<file path="src/rtl/eth_pkg.sv">
// Shared definitions for the Ethernet TX path: stream beat layout, arbiter
// state encoding and default inter-frame gap.
package eth_pkg;

  localparam int BEAT_DATA_LSB = 0;
  localparam int BEAT_VLD_BIT  = 8;
  localparam int BEAT_SOF_BIT  = 9;
  localparam int BEAT_EOF_BIT  = 10;
  localparam int BEAT_W        = 11;

  localparam int IFG_CYC_DEFAULT = 12;

  typedef enum logic [1:0] {
    ST_IDLE = 2'd0,
    ST_XFER = 2'd1,
    ST_GAP  = 2'd2
  } arb_state_t;

  function automatic int idx_w(input int n);
    return (n > 1) ? $clog2(n) : 1;
  endfunction

endpackage

</file>
<file path="src/rtl/eth_tx_arb_rr_pick.sv">
// Combinational round-robin search: first requester after 'last', with wrap.
module rr_pick
  import eth_pkg::*;
#(
  parameter int N_SRC = 2,
  parameter int IW    = idx_w(N_SRC)
) (
  input  logic [N_SRC-1:0] req,
  input  logic [IW-1:0]    last,
  output logic             found,
  output logic [IW-1:0]    idx
);

  logic [IW-1:0] cand;

  always_comb begin
    found = 1'b0;
    idx   = '0;
    cand  = '0;
    for (int unsigned k = 1; k <= N_SRC; k++) begin
      cand = IW'((32'(last) + k) % N_SRC);
      if (!found && req[cand]) begin
        found = 1'b1;
        idx   = cand;
      end
    end
  end

endmodule

</file>
<file path="src/rtl/eth_tx_arb.sv">
// Frame-level round-robin arbiter feeding one TX chain from N_SRC byte streams,
// with programmable inter-frame gap, per-source frame counters and error flags.
module eth_tx_arb
  import eth_pkg::*;
#(
  parameter int N_SRC   = 2,
  parameter int IFG_CYC = IFG_CYC_DEFAULT,
  parameter int CNT_W   = 16
) (
  input  logic                   clk,
  input  logic                   rest,
  input  logic [N_SRC-1:0]       src_en,
  input  logic [N_SRC-1:0]       in_sof,
  input  logic [N_SRC-1:0]       in_vld,
  input  logic [8*N_SRC-1:0]     in_data,
  input  logic [N_SRC-1:0]       in_eof,
  output logic [N_SRC-1:0]       in_rdy,
  output logic                   out_sof,
  output logic                   out_vld,
  output logic [7:0]             out_data,
  output logic                   out_eof,
  input  logic                   out_rdy,
  output logic [N_SRC-1:0]       grant,
  output logic                   busy,
  output logic [N_SRC-1:0]       err_pulse,
  output logic [CNT_W*N_SRC-1:0] frm_cnt
);

  localparam int IW = idx_w(N_SRC);
  localparam int GW = idx_w((IFG_CYC > 1) ? IFG_CYC : 2);
  localparam logic [GW-1:0] GAP_LOAD = (IFG_CYC > 0) ? GW'(IFG_CYC - 1) : '0;

  arb_state_t       state;
  logic [IW-1:0]    last;
  logic [GW-1:0]    gap_cnt;
  logic             first_beat;
  logic [CNT_W-1:0] cnt_q [N_SRC];

  logic [N_SRC-1:0]  req;
  logic              pick_found;
  logic [IW-1:0]     pick_idx;
  logic [BEAT_W-1:0] sel_beat;
  logic              xfer_beat;

  assign req = in_vld & in_sof & src_en;

  rr_pick #(.N_SRC(N_SRC), .IW(IW)) u_pick (
    .req   (req),
    .last  (last),
    .found (pick_found),
    .idx   (pick_idx)
  );

  // 'last' doubles as the index of the current owner while in XFER.
  always_comb begin
    sel_beat = '0;
    for (int unsigned i = 0; i < N_SRC; i++) begin
      if (IW'(i) == last) begin
        sel_beat[BEAT_DATA_LSB +: 8] = in_data[8*i +: 8];
        sel_beat[BEAT_VLD_BIT]       = in_vld[i];
        sel_beat[BEAT_SOF_BIT]       = in_sof[i];
        sel_beat[BEAT_EOF_BIT]       = in_eof[i];
      end
    end
  end

  assign xfer_beat = (state == ST_XFER) && sel_beat[BEAT_VLD_BIT] && out_rdy;

  always_comb begin
    in_rdy   = '0;
    out_sof  = 1'b0;
    out_vld  = 1'b0;
    out_data = '0;
    out_eof  = 1'b0;
    case (state)
      ST_IDLE: in_rdy = in_vld & ~in_sof;
      ST_XFER: begin
        for (int unsigned i = 0; i < N_SRC; i++) begin
          if (IW'(i) == last) in_rdy[i] = out_rdy;
        end
        out_vld  = sel_beat[BEAT_VLD_BIT];
        out_sof  = sel_beat[BEAT_SOF_BIT] & first_beat;
        out_eof  = sel_beat[BEAT_EOF_BIT];
        out_data = sel_beat[BEAT_DATA_LSB +: 8];
      end
      default: ;
    endcase
    // Orphan discard must not swallow bytes while reset is held.
    if (rest) in_rdy = '0;
  end

  always_ff @(posedge clk or posedge rest) begin
    if (rest) begin
      state      <= ST_IDLE;
      grant      <= '0;
      last       <= IW'(N_SRC - 1);
      gap_cnt    <= '0;
      first_beat <= 1'b0;
      busy       <= 1'b0;
      err_pulse  <= '0;
      for (int unsigned i = 0; i < N_SRC; i++) cnt_q[i] <= '0;
    end else begin
      err_pulse <= '0;
      case (state)
        ST_IDLE: begin
          err_pulse <= in_vld & ~in_sof;
          if (pick_found) begin
            grant      <= N_SRC'(1) << pick_idx;
            last       <= pick_idx;
            first_beat <= 1'b1;
            busy       <= 1'b1;
            state      <= ST_XFER;
          end
        end
        ST_XFER: begin
          if (xfer_beat) begin
            first_beat <= 1'b0;
            if (sel_beat[BEAT_SOF_BIT] && !first_beat)
              err_pulse <= N_SRC'(1) << last;
            if (sel_beat[BEAT_EOF_BIT]) begin
              for (int unsigned i = 0; i < N_SRC; i++) begin
                if (IW'(i) == last && cnt_q[i] != '1) cnt_q[i] <= cnt_q[i] + 1'b1;
              end
              grant <= '0;
              if (IFG_CYC == 0) begin
                state <= ST_IDLE;
                busy  <= 1'b0;
              end else begin
                state   <= ST_GAP;
                gap_cnt <= GAP_LOAD;
              end
            end
          end
        end
        ST_GAP: begin
          if (gap_cnt == '0) begin
            state <= ST_IDLE;
            busy  <= 1'b0;
          end else begin
            gap_cnt <= gap_cnt - 1'b1;
          end
        end
        default: state <= ST_IDLE;
      endcase
    end
  end

  for (genvar i = 0; i < N_SRC; i++) begin : g_cnt
    assign frm_cnt[CNT_W*i +: CNT_W] = cnt_q[i];
  end

endmodule

</file>
<file path="config.mk">
export PLATFORM = sky130hd
export DESIGN_NAME = eth_tx_arb
export DESIGN_NICKNAME = d
export VERILOG_FILES = /design/src/rtl/eth_pkg.sv /design/src/rtl/eth_tx_arb_rr_pick.sv /design/src/rtl/eth_tx_arb.sv
export SDC_FILE = /design/constraint.sdc
export NUM_CORES = 1
export LEC_CHECK = 0
export ABC_AREA = 1
export ABC_CLOCK_PERIOD_IN_PS = 2400
export BUFFER_PORTS_ARGS = -buffer_cell sky130_fd_sc_hd__buf_2
export CORE_ASPECT_RATIO = 2
export CORE_MARGIN = 8
export CORE_UTILIZATION = 25
export CTS_CLUSTER_DIAMETER = 30
export DETAILED_ROUTE_END_ITERATION = 16
export GPL_ROUTABILITY_DRIVEN = 0
export HOLD_SLACK_MARGIN = 0.03
export PLACE_DENSITY = 0.44
export SLEW_MARGIN = 10
export SYNTH_ARGS = -nofsm -noshare
export SYNTH_HDL_FRONTEND = slang
export SYNTH_SLANG_ARGS = --single-unit
export TNS_END_PERCENT = 20
</file>
<file path="constraint.sdc">
create_clock -name clk -period 2.4 [get_ports clk]
set_clock_uncertainty 0.15 [all_clocks]
set_input_delay 0.12 -clock clk [delete_from_list [all_inputs] [get_ports clk]]
set_output_delay 0.12 -clock clk [all_outputs]
set_load 0.05 [all_outputs]
</file>
; ---- Yosys cells after proc, flatten, opt, wreduce, memory -nomap -nowiden
; Cells that the tools add are included.
[op_classes]
n_addsub = 5
mul = 0
n_div = 0
magnitude_cmp = 2
n_eq_ne = 9
shift = 2
mux = 38
bitwise_logic = 6
reduce_logical = 21
[ops]
columns = op, n
row1 = "adder 16 x 1 -> 16 bit, second input constant", 2
row2 = "inequality test 16 bit, second input constant", 2
row3 = 2-to-1 mux 2 bit, 10
row4 = AND reduction 4 bit, 5
row5 = 2-to-1 mux 1 bit, 16
row6 = 2-to-1 mux 4 bit, 3
row7 = case mux 2 bit (2 select lines), 3
row8 = 2-to-1 mux 11 bit, 1
row9 = "inequality test 2 bit, second input constant", 5
row10 = 2-to-1 mux 8 bit, 1
row11 = case mux 4 bit (2 select lines), 1
row12 = AND 2 bit, 3
row13 = logical AND 1 bit, 6
row14 = case mux 2 bit (3 select lines), 1
row15 = AND reduction 3 bit, 2
row16 = nonzero test 2 bit, 3
row17 = zero test 4 bit, 1
row18 = "less-than comparator 1 x 2 -> 1 bit, second input constant", 2
row19 = case mux 1 bit (2 select lines), 2
row20 = "left shift 1 x 1 -> 2 bit, first input constant", 2
row21 = "subtractor 4 x 1 -> 4 bit, second input constant", 1
row22 = "adder 1 bit, second input constant", 2
row23 = "== test 2 x 1 -> 1 bit, second input constant", 1
row24 = "== test 2 bit, second input constant", 1
row25 = other kinds (6), 7
[word_totals]
ff_bits = 45
latchBits = 0
ram_bits = 0
mem_bits_ro = 0
in_bits = 27
output_inout_bits = 50
memories = 0

; ---- Logic depth before layout (Yosys ltp)
; Gate-level depths: netlist of run 1.
[depth]
ltp_word = 11
mapped_depth = 10
ltp_nobuf = 9

; ---- Hierarchy
; From an unflattened synthesis of run 1, not the netlist that was laid out.
[hier_totals]
hier_cells = 408
area_unflattened_um2 = 2926.6
[by_module_without_submodules]
columns = mod, n_inst, cells_each, area_per_inst_um2, seq_area_each_um2
row1 = eth_tx_arb, 1, 405, 2911.5, 1127.3
row2 = rr_pick, 1, 3, 15.0, 0.0

; ---- Least setup slack after synthesis of run 1
; Ideal clock, no wire load.
[synth_path]
path_type = reg2reg
from = register cnt_q, in the netlist frm_cnt[16]
to = register cnt_q, in the netlist frm_cnt[21]
setup_time_ps = 118
t_arrival_ps = 1818
required_ps = 2132
setup_slack_ps = 313
stages_incl_launch_ff = 10
n_path_buf = 1
period_less_slack_ps = 2087
cell_sequence = dfrtp_1 ha_1 nand2_1 nor2_2 nand4_1 nand2_1 nor2_8 buf_8 nand2_2 nand2_1
[synth_via]
elab_chain_cells = 3
word_cells_on_any_way = 4
cone_classes = add/sub: 1 / eq/ne: 1 / reduce/logical: 2
[synth_rtl]
columns = element, line_no
row1 = start: declaration, eth_tx_arb.sv:37  ; logic [CNT_W-1:0] cnt_q [N_SRC];
row2 = "parallel branches: the longest is 3 deep, another holds adder 16 x 1 -> 16 bit", -
; Several ways; the timed one is not identified.
; A chain may end at the register's enable or synchronous reset.

; ---- Final worst setup path of run 1
[layout_path]
from = register state[1]
to = output out_data[0]
[layout_via]
elab_chain_cells = 2
[layout_rtl]
columns = element, line_no
row1 = start: declaration, eth_tx_arb.sv:33  ; arb_state_t state;
row2 = start signal: assignment, eth_tx_arb.sv:94  ; state <= ST_IDLE;
row3 = start signal: assignment, eth_tx_arb.sv:112  ; state <= ST_XFER;
row4 = start signal: assignment, eth_tx_arb.sv:126  ; state <= ST_IDLE;
row5 = == test 2 x 1 -> 1 bit, eth_tx_arb.sv:75  ; case (state)
row6 = 2-to-1 mux 8 bit, eth_tx_arb.sv:75
row7 = end: declaration, eth_tx_arb.sv:20  ; output logic [7:0] out_data,
; No other way between the ends.

==> results of run 1 <==
-- cells by family (layout without fill, tap and decap cells) --
logic type               after synthesis  count (layout)  synth area share, %
flip-flops                            45              45                 39.3
buffers and inverters                 40             126                 6.45
XOR/XNOR                              20              20                 6.10
AO/OA/AOI/OAI                         26              26                 6.02
adder cells (fa/ha/maj)                4               4                 1.74
AND/OR/NAND/NOR                      254             254                 40.4
-- sequential cells by signal (all words and copies together), names as in the netlist --
| register | flops |
|---|---|
| gap_cnt | 4 |
| busy | 1 |
| frm_cnt | 32 |
| err_pulse | 2 |
| state | 2 |
| last | 1 |
| first_beat | 1 |
| grant | 2 |
-- routing by layer --
| metal | routed length [um] | share of wire (%) | track usage, % | vias up |
|---|---|---|---|---|
| li1 | - | - | - | 1388 |
| met1 | 3110 | 36 | 10.1 | 1239 |
| met2 | 4960 | 58 | 23.2 | 46 |
| met3 | 287 | 3.3 | 2.46 | 18 |
| met4 | 263 | 3.1 | 5.86 | 0 |
| met5 | 0 | 0 | 0 | - |
-- power by group through the flow --
| stage | sequential [mW] | clock, mW | combinational, mW |
|---|---|---|---|
| detailed placement | 1.05 | 0 | 1.78 |
| floorplan | 1.27 | 0 | 1.15 |
| CTS | 1.04 | 0.939 | 1.79 |
| global route | 1.06 | 0.956 | 1.91 |
| finish | 1.04 | 0.902 | 1.75 |
| global placement | 1.04 | 0 | 1.77 |
-- worst register-to-register path, delay by kind of cell (launching register included) --
kind          cells  cell delay, ns
simple gates      6            1.26
buf+inv           1            0.09
flops             1            0.42
-- metrics by stage --
stage | total power, mW | cell area [um2]
finish | 3.70 | 3630
global route | 3.92 | 3630
CTS | 3.77 | 3630
detailed placement | 2.83 | 3400
global placement | 2.81 | 3400
floorplan | 2.41 | 2870
-- cell type report --
| class | count | share of cell area [%] |
|---|---|---|
| well taps | 142 | 4.89 |
| flip-flops and latches | 45 | 31.0 |
| multi-input cells | 304 | 42.9 |
| clock inverters | 3 | 1.79 |
| clock buffers | 5 | 3.44 |
| inverters | 34 | 3.58 |
| repair buffers | 84 | 12.4 |
-- cells in the final DEF (no fill, tap or decap), types with 2 or more instances in the layout --
| master | count |
|---|---|
| a21oi_1 | 3 |
| a22o_1 | 8 |
| buf_2 | 76 |
| buf_4 | 4 |
| bufinv_16 | 2 |
| clkbuf_16 | 5 |
| dfrtp_1 | 44 |
| dlygate4sd3_1 | 4 |
| ha_1 | 4 |
| inv_1 | 25 |
| inv_2 | 8 |
| nand2_1 | 157 |
| nand2_2 | 21 |
| nand3_1 | 19 |
| nand3_4 | 3 |
| nand3b_1 | 2 |
| nand4_1 | 7 |
| nor2_1 | 38 |
| nor2_8 | 3 |
| o21ai_0 | 10 |
| o31ai_1 | 3 |
| xnor2_1 | 12 |
| xor2_1 | 8 |
-- how the worst min path moves through the flow --
stage | from | to | slack [ns] | cells after the start
6_report | in_sof[0] | err_pulse[0] | 0.03 | 3
5_1_grt | in_sof[0] | err_pulse[0] | 0.06 | 3
4_1_cts | in_sof[0] | err_pulse[0] | 0.03 | 3
3_5_place_dp | rest | grant[1] | -0.15 | 2
3_3_place_gp | rest | err_pulse[0] | -0.15 | 2
2_1_floorplan | in_vld[1] | err_pulse[1] | 0.14 | 2
==> out/qor.yml, run 1 <==
final_layout:
  final_util_pct: 32.2
  nNetsFinal: 505
  seqCellArea_um2: 1130
  drive_gt1_share_pct: 27.2
  fillers: 1272
  layoutNonFillerInstCount: 617
  num_antenna_cells: 0
  multi_input_area_um2: 1560
  area_growth_syn_to_layout_pct: 26.6
floorplan:
  rows: 55
  start_util_pct: 25.4
  core_area_um2: 11300
  die_w_um: 91.8
  die-area_um2: 15400
  ios: 77
  die_y_um: 168
logic_synthesis:
  synth_top_area_share_pct: 38.4
  synth_top_cell_by_area: "dfrtp_1"
  async_flop_share_pct: 100
  synth-seq-area-share_pct: 39.3
  synth_edf_count: 0
  ys_warn_count: 0
  netlist-cell-type-count: 29
  synth_cells: 389
  yosys_most_used_dff: "dfrtp_1"
  ys_seq_elements: 45
  yosys-top-cells-count: "nand2_1 (157), dfrtp_1 (44), nor2_1 (38)"
  postSynthAreaPerCell_um2: 7.38
  netlist_area_um2: 2870
  synth.most_common_cell: "nand2_1"
  synth_area_leaders: "dfrtp_1 (38%), nand2_1 (21%), nor2_1 (5.0%)"
  synth_fp_nets: 420
flow_run:
  maxCapViolCount: 0
critical_path:
  cp_max_fo: 8
  rr_startpoint: "state[1]"
  arrival_ns: 1.98
  r2r_end: "frm_cnt[11]"
  crit_start: "state[1]"
  rr_worst_depth: 7
  ff2ff_setup_slack_ns: 0.43
  cp.required_ns: 2.13
  crit_type: "reg2out"
  worst-path-stages: 6
  crit_end: "out_data[0]"
  cp_slowest_cell: "dfrtp_1"
  path_cells: "nor2_4, inv_2, nor2_1, buf_4, a22o_1, buf_2"
  crit_buf_inv: 3
  path_delay_family: "buffers and inverters"
  cp-start-kind: "register"
  crit_path_end_kind: "primary output"
  cp_slowest_stage_delay_ns: 0.42
pwr:
  switching_share_pct: 47.6
  static-leakage-power_nw: 1.97
  clock_power_share_pct: 24.4
  p_per_area_nw_per_um2: 1020
  p_seq_share_pct: 28.1
  pwr-share-comb_pct: 47.5
  peakVddDrop_mv: 0.640
  internal_power_mw: 1.94
  p_switching_mw: 1.76
grt:
  grt_max_degree: 44
  grt_use_total_pct: 11.5
  grt_pass1_wl_um: 14100
  antenna_found_initial: 0
  grt_overflow_total: 0
  grt_pass1_vias: 2894
place:
  io_buffers: 76
  pre_cts_ws_ns: 0.364
  place_inst: 605
  dp_hpwl_um: 6810
clock_network:
  cts-resized-gates: 0
  postCtsSetupRepairBufs: 0
  cts.sinks: 45
  clock_latency_ns: 0.29
  hold_buffers: 4
  root_buffer: "clkbuf_16"
  ctsHtreeMaxLevel: 2
  tritoncts: "built"
  cts_max_path_buffers: 2
  cts_buffers: 5
  path_clk_slew_ns: 0.07
sta:
  finalCriticalPeriod_ns: 2.25
  final_hold_viol_count: 0
  slew_headroom_pct: 61.2
  rsz0062_at_grt: "no"
  setup_tns_ns: 0
  timing.fmax_ghz: 0.444
  report.final.setup_viol: 0
  slew_viol_final: 0
  fin_hold_ws_ns: 0.0334
  fin_ws_ns: 0.146
  period_share_pct: 93.9
  tightest_slew_ns: 0.582
route:
  wirelength_um: 8610
  wl_per_cell_um: 14.0
  vias: 2691
  route.detailed.drc: 0
  vias_per_cell: 4.36
  first_pass_iters: 4
  ant_nets: 0
  drtIter0Drc: 87
status:
  status: "complete, no violations"
min_path:
  min_path_type: "in2reg"
No activity file was read; power rests on OpenSTA's default activity.
==> inputs of run 2 (changes only) <==
--- a/config.mk
+++ b/config.mk
@@ -11,6 +11,7 @@
 export CORE_ASPECT_RATIO = 2
 export CORE_MARGIN = 8
 export CORE_UTILIZATION = 25
+export CTS_BUF_LIST = sky130_fd_sc_hd__clkbuf_8
 export CTS_CLUSTER_DIAMETER = 30
 export DETAILED_ROUTE_END_ITERATION = 16
 export GPL_ROUTABILITY_DRIVEN = 0
==> out/qor.yml, run 2 (synthesized netlist as in run 1, its figures left out) <==
floorplan:
  die_y_um: 168
  start_util_pct: 25.4
  die-area_um2: 15400
  core_area_um2: 11300
  rows: 55
  die_w_um: 91.8
  ios: 77
sta:
  finalCriticalPeriod_ns: 2.28
  rsz0062_at_grt: "no"
  fin_ws_ns: 0.124
  timing.fmax_ghz: 0.439
  setup_tns_ns: 0
  slew_headroom_pct: 61.5
  fin_hold_ws_ns: 0.0446
  tightest_slew_ns: 0.578
  final_hold_viol_count: 0
  period_share_pct: 94.9
  report.final.setup_viol: 0
  slew_viol_final: 0
critical_path:
  cp_slowest_stage_delay_ns: 0.62
  ff2ff_setup_slack_ns: 0.44
  cp-start-kind: "register"
  rr_startpoint: "last"
  r2r_end: "frm_cnt[31]"
  rr_worst_depth: 6
  crit_path_end_kind: "primary output"
  path_cells: "inv_2, nor2_1, buf_4, a22o_1, buf_2"
  crit_buf_inv: 3
  cp_slowest_cell: "dfstp_2"
  crit_type: "reg2out"
  arrival_ns: 2.01
  cp.required_ns: 2.13
  path_delay_family: "flip-flops"
  cp_max_fo: 8
route:
  ant_nets: 0
  drtIter0Drc: 76
  first_pass_iters: 4
  vias: 2680
  route.detailed.drc: 0
  wirelength_um: 8610
  wl_per_cell_um: 13.9
  vias_per_cell: 4.33
place:
  place_inst: 605
  dp_hpwl_um: 6810
  pre_cts_ws_ns: 0.364
  dpl_cell_area_um2: 3400
  io_buffers: 76
pwr:
  p_total_mw: 3.50
  p_per_area_nw_per_um2: 972
  peakVddDrop_mv: 0.641
  static-leakage-power_nw: 1.95
flow_run:
  maxCapViolCount: 0
final_layout:
  layout_commonest_cell: "nand2_1"
  nNetsFinal: 507
  largest_register_ffs: 32
  fin_area_um2: 3600
  final_util_pct: 31.9
  area_growth_syn_to_layout_pct: 25.4
  layoutNonFillerInstCount: 619
  drive_gt1_share_pct: 27.3
  mostFrequentLayoutCells: "nand2_1 (157), buf_2 (76), dfrtp_1 (44), nor2_1 (37), inv_1 (25)"
  num_antenna_cells: 0
grt:
  grt_use_total_pct: 11.4
  grt_max_degree: 44
  grt_pass1_wl_um: 14100
  grt_overflow_total: 0
  antenna_found_initial: 0
  grt_pass1_vias: 2898
clock_network:
  root_buffer: "clkbuf_8"
  cts_buffers: 5
  cts.sinks: 45
  tritoncts: "built"
  cts_max_path_buffers: 2
  postCtsSetupRepairBufs: 0
  path_clk_slew_ns: 0.09
  ctsHtreeMaxLevel: 2
  clock_latency_ns: 0.31
min_path:
  min_path_type: "in2reg"
  hp-start: "in_sof[1]"
  min_path_cells: 5
  min_to: "last"
status:
  status: "complete, no violations"
run 2: changes by cell type in the layout (fill, tap and decap cells not counted), sizes merged:
cell	before	now
dlygate4sd3	4	6
run 2: worst register-to-register path: cells and delay by family (launching register included):
family / cells / cell delay, ns
simple gates: 5 / 1.05
buf+inv: 1 / 0.10
flops: 1 / 0.62
run 2: layout make-up:
type | count | area [um2]
clock buffer | 5 | 68.8
clock inverter | 3 | 65.1
fill | 1271 | 7690
inverter | 34 | 130
multi-input combinational | 304 | 1560
sequential | 45 | 1130
tap | 142 | 178
timing repair buffer | 86 | 470
run 2: routing by layer:
metal | up-vias | track usage [%] | routed length [um]
li1 | 1386 | - | -
met1 | 1234 | 10.1 | 3060
met2 | 47 | 23.4 | 5050
met3 | 13 | 2.46 | 279
met4 | 0 | 4.59 | 214
met5 | - | 0 | 0
run 2: report_power, final:
group	internal, mW	switching, mW	total [mW]	leakage [nW]
logic	0.446	1.32	1.77	1.29
registers	0.899	0.142	1.04	0.600
clock network	0.414	0.277	0.691	0.0681
total	1.76	1.74	3.50	1.95
run 2: worst max-delay path by stage:
stage	slack [ns]	cells after the start	from	to
6_report	0.12	5	last	out_data[0]
5_1_grt	0.01	5	last	out_data[4]
4_1_cts	0.05	6	state[1]	out_data[0]
3_5_place_dp	0.36	7	state[1]	frm_cnt[11]
3_3_place_gp	0.40	7	state[1]	frm_cnt[11]
2_1_floorplan	0.31	9	frm_cnt[16]	frm_cnt[21]
run 2: what timing repair did:
| item | CTS | global route |
|---|---|---|
| hold buffers | 6 | 0 |
| gates resized for setup | 0 | 1 |
| hold endpoints to repair | 47 | 0 |
| endpoints found under the setup margin | 0 | 7 |
